<file path="config.mk">
export PLATFORM = sky130hd
export DESIGN_NAME = param_boot_ram
export DESIGN_NICKNAME = d
export VERILOG_FILES = /design/src/rtl/param_boot_ram.sv
export SDC_FILE = /design/constraint.sdc
export NUM_CORES = 2
export LEC_CHECK = 0
export ABC_AREA = 1
export BUFFER_PORTS_ARGS = -buffer_cell sky130_fd_sc_hd__buf_2
export CAP_MARGIN = 15
export CORE_UTILIZATION = 50
export CTS_CLUSTER_DIAMETER = 40
export CTS_CLUSTER_SIZE = 14
export DETAILED_ROUTE_END_ITERATION = 10
export MAX_ROUTING_LAYER = met4
export PLACE_DENSITY = 0.67
export SKIP_CTS_REPAIR_TIMING = 1
export SYNTH_ARGS = -nofsm -noshare
export SYNTH_HDL_FRONTEND = slang
export SYNTH_SLANG_ARGS = --single-unit
</file>
<file path="constraint.sdc">
create_clock -name clock -period 12.4 [get_ports clock]
set_input_delay 2.48 -clock clock [delete_from_list [all_inputs] [get_ports clock]]
set_output_delay 2.48 -clock clock [all_outputs]
set_load 0.02 [all_outputs]
</file>
<file path="src/rtl/param_boot_ram.sv">
// Parametrised single-port data RAM for the RSSB CPU with boot-time zero fill,
// a streaming program-load port, selectable read latency and address range checking.
module param_boot_ram #(
    parameter int DATA_W         = 8,
    parameter int ADDR_W         = 8,
    parameter int DEPTH          = 256,
    parameter int READ_LATENCY   = 1,
    parameter int CLEAR_ON_RESET = 1,
    parameter int LOAD_BASE      = 0
) (
    input  logic              clock,
    input  logic              reset,
    input  logic              re,
    input  logic              we,
    input  logic [ADDR_W-1:0] addr,
    input  logic [DATA_W-1:0] wdata,
    output logic [DATA_W-1:0] rdata,
    output logic              rvalid,
    output logic              ready,
    output logic              addr_err,
    input  logic              load_start,
    input  logic              load_valid,
    input  logic              load_last,
    input  logic [DATA_W-1:0] load_data,
    output logic              load_done,
    output logic [1:0]        dbg_state
);

    typedef enum logic [1:0] {
        ST_CLEAR = 2'd0,
        ST_RUN   = 2'd1,
        ST_LOAD  = 2'd2
    } state_e;

    localparam state_e            RESET_STATE = (CLEAR_ON_RESET != 0) ? ST_CLEAR : ST_RUN;
    localparam logic [ADDR_W-1:0] PTR_LAST    = ADDR_W'(DEPTH - 1);
    localparam logic [ADDR_W-1:0] PTR_BASE    = ADDR_W'(LOAD_BASE);
    localparam logic [ADDR_W:0]   DEPTH_EXT   = (ADDR_W + 1)'(DEPTH);

    logic [DATA_W-1:0] mem [DEPTH];

    state_e            state_q, state_d;
    logic [ADDR_W-1:0] ptr_q, ptr_d;
    logic [DATA_W-1:0] rdata_q, rdata_d;
    logic              rvalid_q, rvalid_d;
    logic              addr_err_q, addr_err_d;
    logic              load_done_q, load_done_d;

    logic              in_range;
    logic [DATA_W-1:0] rd_word;
    logic              cpu_rd;
    logic              cpu_err;

    logic              mem_we;
    logic [ADDR_W-1:0] mem_waddr;
    logic [DATA_W-1:0] mem_wdata;

    assign ready     = (state_q == ST_RUN);
    assign dbg_state = state_q;

    // Read-before-write falls out naturally: rd_word sees the array before the edge commits.
    always_comb begin
        in_range = ({1'b0, addr} < DEPTH_EXT);
        rd_word  = in_range ? mem[addr] : '0;
        cpu_rd   = ready & re;
        cpu_err  = ready & (re | we) & ~in_range;
    end

    // Single write port shared by the clear sweep, the load stream and CPU writes.
    always_comb begin
        mem_we    = 1'b0;
        mem_waddr = ptr_q;
        mem_wdata = '0;
        case (state_q)
            ST_CLEAR: begin
                mem_we = 1'b1;
            end
            ST_LOAD: begin
                mem_we    = load_valid;
                mem_wdata = load_data;
            end
            ST_RUN: begin
                mem_we    = we & in_range;
                mem_waddr = addr;
                mem_wdata = wdata;
            end
            default: begin
                mem_we = 1'b0;
            end
        endcase
        if (reset) begin
            mem_we = 1'b0;
        end
    end

    always_ff @(posedge clock) begin
        if (mem_we) begin
            mem[mem_waddr] <= mem_wdata;
        end
    end

    always_comb begin
        state_d     = state_q;
        ptr_d       = ptr_q;
        load_done_d = 1'b0;
        case (state_q)
            ST_CLEAR: begin
                if (ptr_q == PTR_LAST) begin
                    state_d = ST_RUN;
                    ptr_d   = '0;
                end else begin
                    ptr_d = ptr_q + 1'b1;
                end
            end
            ST_RUN: begin
                if (load_start) begin
                    state_d = ST_LOAD;
                    ptr_d   = PTR_BASE;
                end
            end
            ST_LOAD: begin
                if (load_valid) begin
                    ptr_d = (ptr_q == PTR_LAST) ? '0 : ptr_q + 1'b1;
                    if (load_last) begin
                        state_d     = ST_RUN;
                        load_done_d = 1'b1;
                    end
                end
            end
            default: begin
                state_d = RESET_STATE;
                ptr_d   = '0;
            end
        endcase
    end

    always_comb begin
        rdata_d    = cpu_rd ? rd_word : rdata_q;
        rvalid_d   = cpu_rd;
        addr_err_d = cpu_err;
    end

    always_ff @(posedge clock or posedge reset) begin
        if (reset) begin
            state_q     <= RESET_STATE;
            ptr_q       <= '0;
            rdata_q     <= '0;
            rvalid_q    <= 1'b0;
            addr_err_q  <= 1'b0;
            load_done_q <= 1'b0;
        end else begin
            state_q     <= state_d;
            ptr_q       <= ptr_d;
            rdata_q     <= rdata_d;
            rvalid_q    <= rvalid_d;
            addr_err_q  <= addr_err_d;
            load_done_q <= load_done_d;
        end
    end

    // Latency 0 bypasses the read registers; rdata_q still holds the last value between reads.
    generate
        if (READ_LATENCY == 0) begin : g_comb_read
            assign rdata    = cpu_rd ? rd_word : rdata_q;
            assign rvalid   = cpu_rd;
            assign addr_err = cpu_err;
        end else begin : g_reg_read
            assign rdata    = rdata_q;
            assign rvalid   = rvalid_q;
            assign addr_err = addr_err_q;
        end
    endgenerate

    assign load_done = load_done_q;

endmodule

</file>
==> results.yml <==
synth:
  synth_nets: 7177
  synthCells: 7140
  yosysSeqAreaShare_pct: 73.5
  synth_edf_count: 2048
  yosys_register_bits: 2068
  synthMostInstantiatedCell: "nand2_1"
  ys.flop_type: "edfxtp_1"
  async_flop_share_pct: 0.967
  syn_area_mm2: 0.0843
  synthTopCellsByCount: "nand2_1, edfxtp_1, nand3_1"
  synth_area_per_cell_um2: 11.8
  ys_warn_count: 0
  synth.largest_area_cell: "edfxtp_1"
  synth.top_cell.area_share_pct: 72.9
  synth_area_leaders: "edfxtp_1, nand3_1, nand2_1"
  ys_types: 28
grt:
  grt_pass1_vias: 51900
  grt_pass1_wl_um: 336000
  antenna_found_initial: 10
  grt_overflow_total: 0
  grt_max_degree: 229
  grt_util_all_layers_pct: 27.3
run:
  maxCapViolations: 0
clock_network:
  insertion_delay_ns: 0.88
  cts_made_buffers: 227
  cts_tree: "built"
  cts_root_buf: "clkbuf_16"
  cts_sinks: 2068
  clkTransAtPathRegs_ns: 0.06
  htreeDepth: 4
  cts_buffer_depth: 3
final_layout:
  area_growth_pct: 11.0
  final_nets: 7034
  multi_input_area_mm2: 0.0198
  seq_area_mm2: 0.0620
  layoutNonFillerInstCount: 9410
  fillers: 13400
  finish.utilization_pct: 56.0
  layout-drive-gt1-share_pct: 7.28
floorplanning:
  die-width_um: 413
  ios: 45
  row_count: 150
  initial_utilization_pct: 50.4
  die-area_mm2: 0.170
  die_y_um: 413
  core_mm2: 0.167
pwr:
  clkPwrFrac_pct: 38.6
  total_power_mw: 17.9
  p_sw_mw: 4.94
  leakage_nw: 32.7
  seqPwrFrac_pct: 48.8
  irDropWorstVdd_mv: 0.214
  pwr-share-comb_pct: 12.6
  netSwitchingFraction_pct: 27.7
  p_int_mw: 12.9
  cellPowerDensity_mw_per_mm2: 191
worst_setup_path:
  end_kind: "register"
  rrSetupSlack_ns: 8.00
  start_kind: "input port"
  reg2reg_to: "mem[119][5]"
  cp_max_fo: 228
  arrival_ns: 6.95
  path_class: "input port to register"
  crit_required_ns: 13.21
  reg2reg_from: "dbg_state[1]"
  r2r_cells: 9
hold_path:
  hold_class: "register to register"
  hold_end: "ptr_q[3]"
  min_from: "ptr_q[3]"
  min_delay_path_depth: 2
run_status:
  status: "finished, final reports clean"
sta:
  slew_viol_final: 0
  clock.fmax_ghz: 0.163
  hold_viol: 0
  period_needed_ns: 6.14
  finalSetupViolCount: 0
  post-route-period-util_pct: 49.6
  rsz0062_at_grt: "false"
  tightest_slew_ns: 1.25
  clock_skew_ns: 0.0571
  setup_tns_ns: 0
  slew_headroom_pct: 16.7
placement:
  hpwl_um: 120000
  portBuffers: 43
  dp_cells: 8972
  place.gp.congestion: 0.893
route:
  wl_per_cell_um: 24.1
  drt_iter0_markers: 7328
  finalWirelength_um: 227000
  final_antenna_net_count: 0
  num_vias: 55400
  drt_drc_violations_left: 0
  drtPass1Iterations: 8
  avgViaCountPerCell: 5.89
how the worst max path moves through the flow:
| stage | from | end | slack [ns] | depth (start not counted) |
|---|---|---|---|---|
| finish | addr[0] | rdata[1] | 6.26 | 14 |
| global route | addr[0] | rdata[2] | 6.17 | 14 |
| CTS | addr[0] | rdata[2] | 6.55 | 14 |
| global placement | addr[0] | rdata[5] | 5.66 | 14 |
| detailed placement | addr[0] | rdata[2] | 5.66 | 14 |
| floorplan | load_data[7] | mem[0][7] | 1.43 | 2 |
sequential cells by signal, indices dropped and copies added, names as in the netlist:
register / count
load_done: 1
dbg_state: 2
mem: 2048
rvalid: 1
ptr_q: 8
rdata: 8
stage by stage:
step / area, µm² / hold slack [ns] / setup slack, ns
global route: 93600 / 0.607 / 6.17
finish: 93600 / 0.556 / 6.26
detailed placement: 85800 / 0.532 / 5.66
floorplan: 84300 / 0.491 / 1.43
global placement: 85800 / 0.510 / 5.66
CTS: 93600 / 0.552 / 6.55
final cells by class:
type                            instances  share of cell area, %
Inverter                               66                  0.311
Tap cell                             2204                   2.95
Multi-Input combinational cell       4519                   21.1
Clock buffer                          254                   6.23
Antenna cell                           12                 0.0321
Timing Repair Buffer                  115                   1.02
Clock inverter                        172                   2.09
Sequential cell                      2068                   66.2
placed cells by master, fill, tap and decap left out, types with 12 or more instances in the layout:
| master | Yosys | layout |
|---|---|---|
| nand2_1 | 2132 | 2124 |
| edfxtp_1 | 2048 | 2048 |
| nand3_1 | 2046 | 2046 |
| nor2_1 | 289 | 289 |
| clkbuf_16 | 0 | 228 |
| buf_4 | 36 | 60 |
| inv_1 | 60 | 58 |
| buf_2 | 313 | 39 |
| inv_6 | 1 | 29 |
| clkinv_1 | 1 | 26 |
| clkinv_2 | 0 | 26 |
| bufinv_16 | 0 | 23 |
| clkbuf_1 | 90 | 23 |
| clkinv_4 | 0 | 22 |
| clkinvlp_4 | 0 | 22 |
| dfrtp_1 | 20 | 20 |
| inv_8 | 0 | 13 |
| buf_12 | 0 | 13 |
| diode_2 | 0 | 12 |
critical path: stages:
cell       delay (ns)
buf_8            0.27
clkinv_16        0.34
buf_12           0.81
buf_12           0.66
nand2_1          0.11
nand3_1          0.11
nand3_1          0.15
nand3_1          0.15
nand3_1          0.22
nand3_1          0.31
nand3_1          0.32
nand3_1          0.19
nand3_1          0.11
nand2_1          0.09
logic make-up after synthesis:
family	synth area share, %
flip-flops	73.5
adder cells (fa/ha/maj)	0.0890
AND/OR/NAND/NOR	23.0
XOR/XNOR	0.0104
buffers and inverters	3.15
AO/OA/AOI/OAI	0.226
other	0.00445
layer usage:
metal  GRT usage [%]  vias to the layer above  wire (µm)
li1                -                    25100          -
met1            37.4                    27000      90300
met2            40.7                     2904     107000
met3            5.66                      415      23300
met4            9.53                        0       6710
met5               -                        -          0
power by group through the flow:
stage / logic, mW / clock network [mW] / registers, mW
floorplan: 1.12 / 0 / 9.24
global placement: 2.18 / 0 / 8.86
detailed placement: 2.23 / 0 / 8.86
CTS: 2.23 / 6.94 / 8.71
global route: 2.38 / 7.20 / 8.72
finish: 2.24 / 6.90 / 8.72
(Power assumes the default switching activity.)
